$ cat config.mk
export PLATFORM = sky130hd
export DESIGN_NAME = execute_stage
export DESIGN_NICKNAME = d
export VERILOG_FILES = /design/src/rtl/execute_stage.sv
export SDC_FILE = /design/constraint.sdc
export NUM_CORES = 1
export LEC_CHECK = 0
export CAP_MARGIN = 15
export CORE_MARGIN = 1.5
export CORE_UTILIZATION = 40
export CTS_CLUSTER_DIAMETER = 100
export CTS_CLUSTER_SIZE = 28
export DETAILED_ROUTE_END_ITERATION = 12
export MAX_ROUTING_LAYER = met4
export PLACE_DENSITY = 0.84
export SYNTH_ARGS = -nofsm -noshare
export SYNTH_HDL_FRONTEND = slang
export SYNTH_SLANG_ARGS = --single-unit
export TNS_END_PERCENT = 20
$ cat constraint.sdc
create_clock -name clk -period 2.3 [get_ports clk]
set_clock_uncertainty 0.2 [all_clocks]
set_input_delay 0.23 -clock clk [delete_from_list [all_inputs] [get_ports clk]]
set_output_delay 0.23 -clock clk [all_outputs]
set_load 0.01 [all_outputs]
$ cat src/rtl/execute_stage.sv
// Single-issue execute stage: decodes one instruction, drives an external ALU
// from registers and returns the result through a valid/ready output handshake.
module execute_stage #(
  parameter int N = 32
) (
  input  logic         clk,
  input  logic         rst,
  input  logic         in_valid,
  output logic         in_ready,
  input  logic [6:0]   opcode,
  input  logic [2:0]   funct3,
  input  logic         funct7_5,
  input  logic [4:0]   rd,
  input  logic [N-1:0] rs1_data,
  input  logic [N-1:0] rs2_data,
  input  logic [N-1:0] imm,
  output logic [N-1:0] alu_a,
  output logic [N-1:0] alu_b,
  output logic [3:0]   alu_control,
  input  logic [N-1:0] alu_result,
  input  logic         alu_overflow,
  input  logic         alu_zero,
  input  logic         alu_equal,
  output logic         out_valid,
  input  logic         out_ready,
  output logic [N-1:0] out_result,
  output logic [4:0]   out_rd,
  output logic         out_wr_en,
  output logic         out_branch_taken,
  output logic         out_overflow,
  output logic         out_illegal,
  output logic [15:0]  retired_count
);

  typedef enum logic [1:0] {S_IDLE, S_ISSUE, S_DONE} state_t;
  typedef enum logic [1:0] {K_ILL, K_ALU, K_BR} kind_t;
  typedef enum logic [3:0] {
    OP_NONE = 4'd0,  OP_AND = 4'd1,  OP_OR  = 4'd2,  OP_XOR  = 4'd3,
    OP_SLL  = 4'd5,  OP_SRL = 4'd6,  OP_SRA = 4'd7,  OP_ADD  = 4'd8,
    OP_SUB  = 4'd12, OP_SLT = 4'd13, OP_SLTU = 4'd15
  } alu_op_t;

  localparam logic [6:0] OPC_R = 7'b0110011;
  localparam logic [6:0] OPC_I = 7'b0010011;
  localparam logic [6:0] OPC_B = 7'b1100011;

  state_t         r_state;
  kind_t          r_kind;
  alu_op_t        r_alu_control;
  logic [2:0]     r_funct3;
  logic [4:0]     r_rd;
  logic [N-1:0]   r_alu_a, r_alu_b;
  logic [N-1:0]   r_out_result;
  logic [4:0]     r_out_rd;
  logic           r_out_valid, r_out_wr_en, r_out_taken, r_out_overflow, r_out_illegal;
  logic [15:0]    r_retired;

  kind_t          w_kind;
  alu_op_t        w_ctrl;
  logic [N-1:0]   w_b;
  logic           w_taken;
  logic           w_unused;

  // The zero flag carries no information this stage needs beyond alu_equal.
  assign w_unused = alu_zero;

  function automatic alu_op_t alu_fn(input logic [2:0] f3, input logic alt);
    case (f3)
      3'b000:  alu_fn = alt ? OP_SUB : OP_ADD;
      3'b001:  alu_fn = OP_SLL;
      3'b010:  alu_fn = OP_SLT;
      3'b011:  alu_fn = OP_SLTU;
      3'b100:  alu_fn = OP_XOR;
      3'b101:  alu_fn = alt ? OP_SRA : OP_SRL;
      3'b110:  alu_fn = OP_OR;
      default: alu_fn = OP_AND;
    endcase
  endfunction

  // NOTE: every signal written here gets a default first so no latch is inferred.
  always_comb begin
    w_kind = K_ILL;
    w_ctrl = OP_NONE;
    w_b    = '0;
    case (opcode)
      OPC_R: begin
        w_kind = K_ALU;
        w_ctrl = alu_fn(funct3, funct7_5);
        w_b    = rs2_data;
      end
      OPC_I: begin
        w_kind = K_ALU;
        w_ctrl = alu_fn(funct3, funct7_5 && (funct3 == 3'b101));
        w_b    = imm;
      end
      OPC_B: begin
        case (funct3)
          3'b000, 3'b001: begin w_kind = K_BR; w_ctrl = OP_SUB;  w_b = rs2_data; end
          3'b100, 3'b101: begin w_kind = K_BR; w_ctrl = OP_SLT;  w_b = rs2_data; end
          3'b110, 3'b111: begin w_kind = K_BR; w_ctrl = OP_SLTU; w_b = rs2_data; end
          default: ;
        endcase
      end
      default: ;
    endcase
  end

  // funct3[0] selects the inverted sense (BNE/BGE/BGEU) of each branch pair.
  always_comb begin
    w_taken = 1'b0;
    if (r_kind == K_BR) begin
      if (r_funct3[2:1] == 2'b00) w_taken = alu_equal ^ r_funct3[0];
      else                        w_taken = alu_result[0] ^ r_funct3[0];
    end
  end

  // NOTE: sequential state uses non-blocking assignments so all registers update together.
  always_ff @(posedge clk) begin
    if (rst) begin
      r_state        <= S_IDLE;
      r_kind         <= K_ILL;
      r_alu_control  <= OP_NONE;
      r_funct3       <= '0;
      r_rd           <= '0;
      r_alu_a        <= '0;
      r_alu_b        <= '0;
      r_out_result   <= '0;
      r_out_rd       <= '0;
      r_out_valid    <= 1'b0;
      r_out_wr_en    <= 1'b0;
      r_out_taken    <= 1'b0;
      r_out_overflow <= 1'b0;
      r_out_illegal  <= 1'b0;
      r_retired      <= '0;
    end else begin
      case (r_state)
        S_IDLE: if (in_valid) begin
          r_kind        <= w_kind;
          r_alu_control <= w_ctrl;
          r_funct3      <= funct3;
          r_rd          <= rd;
          r_alu_a       <= (w_kind == K_ILL) ? '0 : rs1_data;
          r_alu_b       <= w_b;
          r_state       <= S_ISSUE;
        end
        S_ISSUE: begin
          r_out_result   <= (r_kind == K_ILL) ? '0 : alu_result;
          r_out_rd       <= r_rd;
          r_out_wr_en    <= (r_kind == K_ALU) && (r_rd != 5'd0);
          r_out_taken    <= w_taken;
          r_out_overflow <= ((r_alu_control == OP_ADD) || (r_alu_control == OP_SUB)) && alu_overflow;
          r_out_illegal  <= (r_kind == K_ILL);
          r_out_valid    <= 1'b1;
          r_state        <= S_DONE;
        end
        S_DONE: if (out_ready) begin
          r_out_valid <= 1'b0;
          r_retired   <= r_retired + 16'd1;
          r_state     <= S_IDLE;
        end
        default: r_state <= S_IDLE;
      endcase
    end
  end

  assign in_ready         = (r_state == S_IDLE) && !rst;
  assign alu_a            = r_alu_a;
  assign alu_b            = r_alu_b;
  assign alu_control      = r_alu_control;
  assign out_valid        = r_out_valid;
  assign out_result       = r_out_result;
  assign out_rd           = r_out_rd;
  assign out_wr_en        = r_out_wr_en;
  assign out_branch_taken = r_out_taken;
  assign out_overflow     = r_out_overflow;
  assign out_illegal      = r_out_illegal;
  assign retired_count    = r_retired;

endmodule

==> results.cfg, run 1 <==
[timing]
rsz0062_at_grt = false
slew_viol_final = 0
fin_ws_ns = 0.234
whs_ns = 0.165
fin_setup_tns_ns = 0
fmax_mhz = 484
layout_worst_path_cycle_share_pct = 89.8
setup_violations = 0
fin_crit_ns = 2.07
slew_headroom_pct = 55.8
hold_viol = 0
tightestPinTransition_ns = 0.662

[yosys]
syn_inst = 593
yosysUniqueCellTypes = 52
ys_ff_latch = 138
syn_area_mm2 = 0.00543
syn_nets = 745
ys_seq_area_share_pct = 50.9
yosys_warnings = 0
synth-main-ff-cell = dfxtp_1
synth_edf_count = 0
synth_area_per_cell_um2 = 9.15
synth.top_cell.area_share_pct = 50.9
ys_top_cells_by_area = dfxtp_1 51%, a32oi_1 10%, nor2_1 6.3%
ys_async_sr_fraction_pct = 0
synth_top_area_cell = dfxtp_1

[global_route]
grt_max_degree = 44
grt_pass1_wl_um = 26200
grtUsageMet3_pct = 7.18
antenna_found_initial = 0
grt_usage_pct = 23.9
grt_pass1_vias = 5111
overflow = 0
globalRouteMet2Util_pct = 39.0
use_met1_pct = 27.2
grt_busiest_layer = met2

[cts]
htree_levels = 4
path_clk_slew_ns = 0.06
clk_latency_ns = 0.41
cts.root.buffer_cell = clkbuf_16
cts_made_buffers = 17
cts_sinks = 138
ctsResizeCount = 0
clockBufferDepth = 2
post_cts_buffers = 0
cts_tree = yes
hold_buffers = 1

[worst_setup_path]
cp-start-kind = input pin
reg2regPathDepth = 4
crit_arrival_ns = 1.64
crit_fanout = 5
path_class = in -> out
required_ns = 1.87
end_kind = primary output

[routing]
avgViaCountPerCell = 5.20
firstDrtPassIters = 4
wirelength_um = 16600
ant_nets = 0
drtIter0Drc = 283
wire_per_inst_um = 15.9
num_vias = 5445
remaining_drc_errors = 0

[power_and_ir_drop]
max-vdd-ir-drop_mv = 0.455
p_leak_nw = 3.11
power_density_mw_per_mm2 = 620

[placement]
post_dp_cell_area_mm2 = 0.00842
dp_hpwl_um = 12000
post-place-ws_ns = 0.122
finalWeightedCongestion = 0.794
io_buffers = 276

[finish]
final_nets = 1011
nFillCells = 1088
syn2layout_area_growth_pct = 65.7
diodes = 0
stdcell_area_mm2 = 0.00899
layout-drive-gt1-share_pct = 9.17
final_cell_mix = 275 x clkdlybuf4s50_1, 138 x dfxtp_1, 89 x nor2_1
layout_commonest_cell = clkdlybuf4s50_1

[floorplanning]
core_mm2 = 0.0132
dieArea_mm2 = 0.0143
row_count = 42
ios = 278
start_util_pct = 41.0
die_x_um = 119
die_y_um = 119

[hold_path]
min_path_cells = 3
hold_class = in -> reg

[run]
cap_violations = 0

[status]
status = finished clean
## metal layers
metal / routed length (µm) / part of all wire [%] / up-vias
li1: - / - / 2687
met4: 510 / 3.1 / 0
met3: 1030 / 6.2 / 40
met5: 0 / 0 / -
met1: 7010 / 42 / 2524
met2: 8080 / 49 / 194
## synth_stat cells, types with 2 or more instances
master	count
a21oi_1	23
a22oi_1	33
a32oi_1	64
and3_1	2
buf_1	4
buf_2	18
buf_6	3
clkbuf_1	26
dfxtp_1	138
inv_1	3
mux2_2	2
mux2i_1	2
nand2_1	71
nand2b_1	4
nand3_1	9
nand3b_1	2
nand4_1	3
nor2_1	91
nor2b_1	6
nor3_1	8
nor3b_1	2
nor4_1	2
o21ai_0	23
o21ai_1	6
o21ai_2	10
xnor2_1	8
xor2_1	5
## where the power goes
group	switching (mW)	internal, mW
sequential	0.0184	2.41
clock	1.01	1.59
combinational	0.234	0.318
## cell families after synthesis
| family | Yosys count | synth area share, % |
|---|---|---|
| simple gates | 217 | 18.9 |
| compound gates | 166 | 22.5 |
| flops | 138 | 50.9 |
| buf+inv | 54 | 4.57 |
| xor+xnor | 13 | 2.10 |
| mux | 4 | 0.784 |
| fa+ha+maj | 1 | 0.231 |
## final timing paths
path         startpoint           endpoint  slack (ns)
max reg2reg  r_state[1]  retired_count[15]        0.34
min               rd[4]            r_rd[4]        0.17
max                 rst           in_ready        0.23
min reg2reg    alu_b[3]           alu_b[3]        0.25
## stage by stage
step	std cells	total power, mW	utilization [%]
final	1048	5.58	67.9
after global routing	1048	5.78	67.9
after CTS	1048	5.63	67.9
after detailed placement	1015	3.03	63.6
after global placement	1015	3.03	63.6
after floorplan	593	2.67	-
## state kept, by name, summed over array words and instances (netlist names)
| signal | count |
|---|---|
| out_rd | 5 |
| out_illegal | 1 |
| out_overflow | 1 |
| r_kind | 2 |
| out_valid | 1 |
| alu_a | 32 |
| r_funct3 | 3 |
| alu_b | 32 |
| out_branch_taken | 1 |
| r_rd | 5 |
| out_result | 32 |
| alu_control | 4 |
| r_state | 2 |
| retired_count | 16 |
| out_wr_en | 1 |
## layout make-up
cell class	instances	area [µm²]	area share, %
Clock buffer	20	437	4.86
Sequential cell	138	2760	30.7
Clock inverter	12	126	1.41
Inverter	3	11.3	0.125
Timing Repair Buffer	298	2990	33.3
Multi-Input combinational cell	401	2440	27.2
Tap cell	176	220	2.45
## worst max-delay path, stage by stage
cell and delay, ns:
dlygate4sd3_1 0.55, buf_4 0.16, nor3_1 0.12, clkdlybuf4s50_1 0.58
Note: power is estimated with default switching activity, not from simulation.
==> run 2: changes to the inputs <==
CORE_MARGIN = unset   (was 1.5)
PLACE_DENSITY = unset   (was 0.84)
PLACE_DENSITY_LB_ADDON = 0.25   (was unset)
SKIP_LAST_GASP = 1   (was unset)
==> run 2 against run 1 <==
  * Wire length up 1.1%
  * Clock-buffer cell count up 2
  * Flip-flop and latch count unchanged
  * Via count up 1.6%
  * Worst setup slack worse by 0.064 ns
  * Global-route usage up 0.84 points
  * Cell count up 0.29%
  * Critical path type unchanged
  * Largest cell class unchanged
==> results.cfg, run 2 (synthesis results as in run 1) <==
[status]
status = finished clean

[worst_setup_path]
required_ns = 1.87
crit_arrival_ns = 1.70
cp-start-kind = input pin
crit_fanout = 6
path_class = in -> out
end_kind = primary output

[power_and_ir_drop]
p_comb_share_pct = 9.2
switchingPower_mw = 1.26
p_int_mw = 4.77
power_frac_clock_pct = 50.6
power_density_mw_per_mm2 = 662
power_frac_seq_pct = 40.3
p_leak_nw = 3.18
max-vdd-ir-drop_mv = 0.437
p_sw_share_pct = 20.9

[routing]
ant_nets = 0
wirelength_um = 16800
num_vias = 5533
avgViaCountPerCell = 5.26
firstDrtPassIters = 4
wire_per_inst_um = 16.0
drtIter0Drc = 319
remaining_drc_errors = 0

[cts]
cts_sinks = 138
post_cts_buffers = 0
htree_levels = 4
clk_latency_ns = 0.41
path_clk_slew_ns = 0.06
cts_tree = yes
cts_made_buffers = 17
clockBufferDepth = 2
cts.root.buffer_cell = clkbuf_16

[timing]
hold_viol = 0
fin_setup_tns_ns = 0
layout_worst_path_cycle_share_pct = 92.6
slew_headroom_pct = 57.1
fmax_mhz = 469
whs_ns = 0.163
tightestPinTransition_ns = 0.643
rsz0062_at_grt = false
fin_crit_ns = 2.13
slew_viol_final = 0
setup_violations = 0

[finish]
layout_commonest_cell = clkdlybuf4s50_1
final_cell_mix = 275 x clkdlybuf4s50_1, 138 x dfxtp_1, 89 x nor2_1
final_nets = 1014
layout-drive-gt1-share_pct = 9.71
diodes = 0
utilization_pct = 68.9
syn2layout_area_growth_pct = 68.1

[floorplanning]
row_count = 42
dieArea_mm2 = 0.0140
start_util_pct = 41.0
core_mm2 = 0.0132
die_y_um = 118
ios = 278
die_x_um = 118

[run]
cap_violations = 0

[global_route]
antenna_found_initial = 0
grt_pass1_wl_um = 26700
grt_max_degree = 46
overflow = 0
grt_usage_pct = 24.7
grt_pass1_vias = 5375

[placement]
io_buffers = 276
dp_hpwl_um = 12100
finalWeightedCongestion = 0.853

[hold_path]
hold_class = in -> reg
run 2: cell count changes in the layout (fill, tap and decap cells not counted), sizes merged:
cell	previous run	this run
buf	22	25
clkbuf	20	22
clkinvlp	5	3
clkinv	5	1
inv	3	4
bufinv	2	5
run 2: critical path, stage by stage:
cell and delay (ns):
dlygate4sd3_1 0.55, buf_4 0.17, nor3_1 0.16, clkdlybuf4s50_1 0.60
run 2: per-layer routing:
layer / GRT usage (%) / part of all wire (%) / vias up
met5: - / 0 / -
met4: 10.1 / 2.4 / 0
met3: 6.85 / 7.3 / 29
met2: 41.9 / 50 / 245
met1: 27.5 / 41 / 2562
li1: - / - / 2697
run 2: what timing repair did:
action	CTS	global route
endpoints found under the hold margin	1	0
resized for setup	0	0
hold buffers	1	0
run 2: worst paths after layout:
check | start | end | slack [ns] | cells past startpoint
worst min register to register | alu_b[17] | alu_b[17] | 0.24 | 2
worst max-delay path | rst | in_ready | 0.17 | 4
worst max register to register | r_state[0] | alu_a[20] | 0.33 | 4
worst min-delay path | rd[2] | r_rd[2] | 0.16 | 3
run 2: power groups by stage:
stage	clock network (mW)	logic, mW	registers [mW]
2_1_floorplan	0	0.185	2.49
3_3_place_gp	0	0.538	2.48
6_report	3.05	0.553	2.43
4_1_cts	3.10	0.554	2.43
3_5_place_dp	0	0.548	2.48
5_1_grt	3.20	0.592	2.43
run 2: area by class of cell:
cell class | count | area (µm²)
flip-flops and latches | 138 | 2760
well taps | 176 | 220
fillers | 1025 | 4120
multi-input cells | 401 | 2440
clock buffers | 22 | 484
clock inverters | 10 | 186
inverters | 3 | 11.3
repair buffers | 301 | 3010
run 2: through the flow:
stage	total power [mW]	cells	worst slack (ns)	cell area, µm²
final	6.04	1051	0.170	9120
after global routing	6.23	1051	0.105	9120
after CTS	6.09	1051	0.199	9120
after detailed placement	3.03	1018	0.0288	8440
after global placement	3.02	1018	0.103	8440
after floorplan	2.67	593	0.571	5430
==> run 3: changes to the inputs <==
ABC_CLOCK_PERIOD_IN_PS = 2300   (was unset)
SETUP_SLACK_MARGIN = 0.3   (was unset)
==> run 3 against run 2 <==
  * Global-route usage unchanged
  * Maximum frequency up 8.2%
  * First-iteration DRC count down 2.2%
  * Utilization rose by 0.057 points
  * Highest routed layer unchanged
  * Sequential power is essentially flat
  * Critical path type is now reg -> reg
==> results.cfg, run 3 (synthesis results as in run 1) <==
[cts]
cts_sinks = 138
clk_latency_ns = 0.41
htree_levels = 4
cts.root.buffer_cell = clkbuf_16
path_clk_slew_ns = 0.06
cts_made_buffers = 17
cts_tree = yes
post_cts_buffers = 0
clockBufferDepth = 2

[hold_path]
min_path_cells = 3
hold_class = in -> reg

[worst_setup_path]
end_kind = flop
reg2regPathDepth = 4
path_class = reg -> reg
cp-start-kind = flop
crit_arrival_ns = 2.05
crit_fanout = 40
required_ns = 2.38

[power_and_ir_drop]
switchingPower_mw = 1.26
p_comb_share_pct = 9.1
power_density_mw_per_mm2 = 661
max-vdd-ir-drop_mv = 0.434
power_frac_clock_pct = 50.6
p_int_mw = 4.77
power_frac_seq_pct = 40.3
p_leak_nw = 3.19
p_total_mw = 6.03
p_sw_share_pct = 20.9

[global_route]
antenna_found_initial = 0
grt_max_degree = 46
grt_pass1_vias = 5375
grt_pass1_wl_um = 26700
grt_usage_pct = 24.7
overflow = 0

[routing]
drtIter0Drc = 312
wl_met1_um = 6780
num_vias = 5555
routed.top_layer = met4
wl_met3_um = 1240
ant_nets = 0
wirelength_um = 16700
wire_per_inst_um = 15.9
avgViaCountPerCell = 5.29
met2_length_um = 8310
remaining_drc_errors = 0
firstDrtPassIters = 5

[finish]
stdcell_area_mm2 = 0.00913
layout-drive-gt1-share_pct = 9.71
layout_commonest_cell = clkdlybuf4s50_1
syn2layout_area_growth_pct = 68.2
final_nets = 1014
diodes = 0
final_cell_mix = 274 x clkdlybuf4s50_1, 138 x dfxtp_1, 89 x nor2_1

[floorplanning]
row_count = 42
dieArea_mm2 = 0.0140
start_util_pct = 41.0
die_x_um = 118
ios = 278
die_y_um = 118
core_mm2 = 0.0132

[placement]
finalWeightedCongestion = 0.853
io_buffers = 276
post_dp_cell_area_mm2 = 0.00844
dp_hpwl_um = 12100

[timing]
rsz0062_at_grt = true
slew_viol_final = 0
fmax_mhz = 508
fin_crit_ns = 1.97
fin_setup_tns_ns = 0
tightestPinTransition_ns = 0.630
layout_worst_path_cycle_share_pct = 85.6
slew_headroom_pct = 57.9
hold_viol = 0
setup_violations = 0

[run]
cap_violations = 0

[status]
status = finished clean
-- run 3: cell count changes in the layout (fill, tap and decap cells not counted), sizes merged --
cell	delta
clkdlybuf4s50	-1
dlygate4sd2	+1
-- run 3: area by class of cell --
class	instances	area, µm²
inverters	3	11.3
flip-flops and latches	138	2760
repair buffers	301	3010
fillers	1028	4110
clock buffers	22	484
multi-input cells	401	2450
clock inverters	10	186
well taps	176	220
-- run 3: critical path, cell delays in order, from the launching register on --
cell,delay [ns]
dfxtp_1,0.37
or3b_2,0.61
buf_4,0.32
a32oi_1,0.24
nor2_1,0.08
-- run 3: final timing paths --
kind / start / to / slack [ns]
min: rd[2] / r_rd[2] / 0.17
max reg2reg: r_state[0] / alu_a[20] / 0.33
min reg2reg: alu_b[17] / alu_b[17] / 0.24
max: r_state[0] / alu_a[20] / 0.33
-- run 3: timing repair --
action                                 in CTS  in global routing
endpoints found under the hold margin       1                  0
pin swaps                                   0                  0
hold buffers                                1                  0
resized for setup                           1                  1
setup endpoints to repair                   1                 14
-- run 3: metal layers --
metal	GRT usage, %	vias to the layer above
li1	-	2699
met1	27.5	2592
met2	41.9	233
met3	6.85	31
met4	10.1	0
met5	-	-
-- run 3: power by group through the flow --
stage	sequential [mW]	clock, mW	combinational, mW
global route	2.43	3.20	0.591
finish	2.43	3.05	0.551
floorplan	2.49	0	0.185
global placement	2.48	0	0.538
CTS	2.43	3.10	0.553
detailed placement	2.48	0	0.548
-- run 3: metrics by stage --
stage / cells / setup slack (ns) / util, % / hold WS [ns]
floorplan: 593 / 0.571 / - / 0.106
global placement: 1018 / 0.103 / 63.7 / 0.234
detailed placement: 1018 / 0.0288 / 63.7 / 0.242
CTS: 1051 / 0.321 / 68.9 / 0.147
global route: 1051 / 0.244 / 68.9 / 0.162
finish: 1051 / 0.332 / 68.9 / 0.166
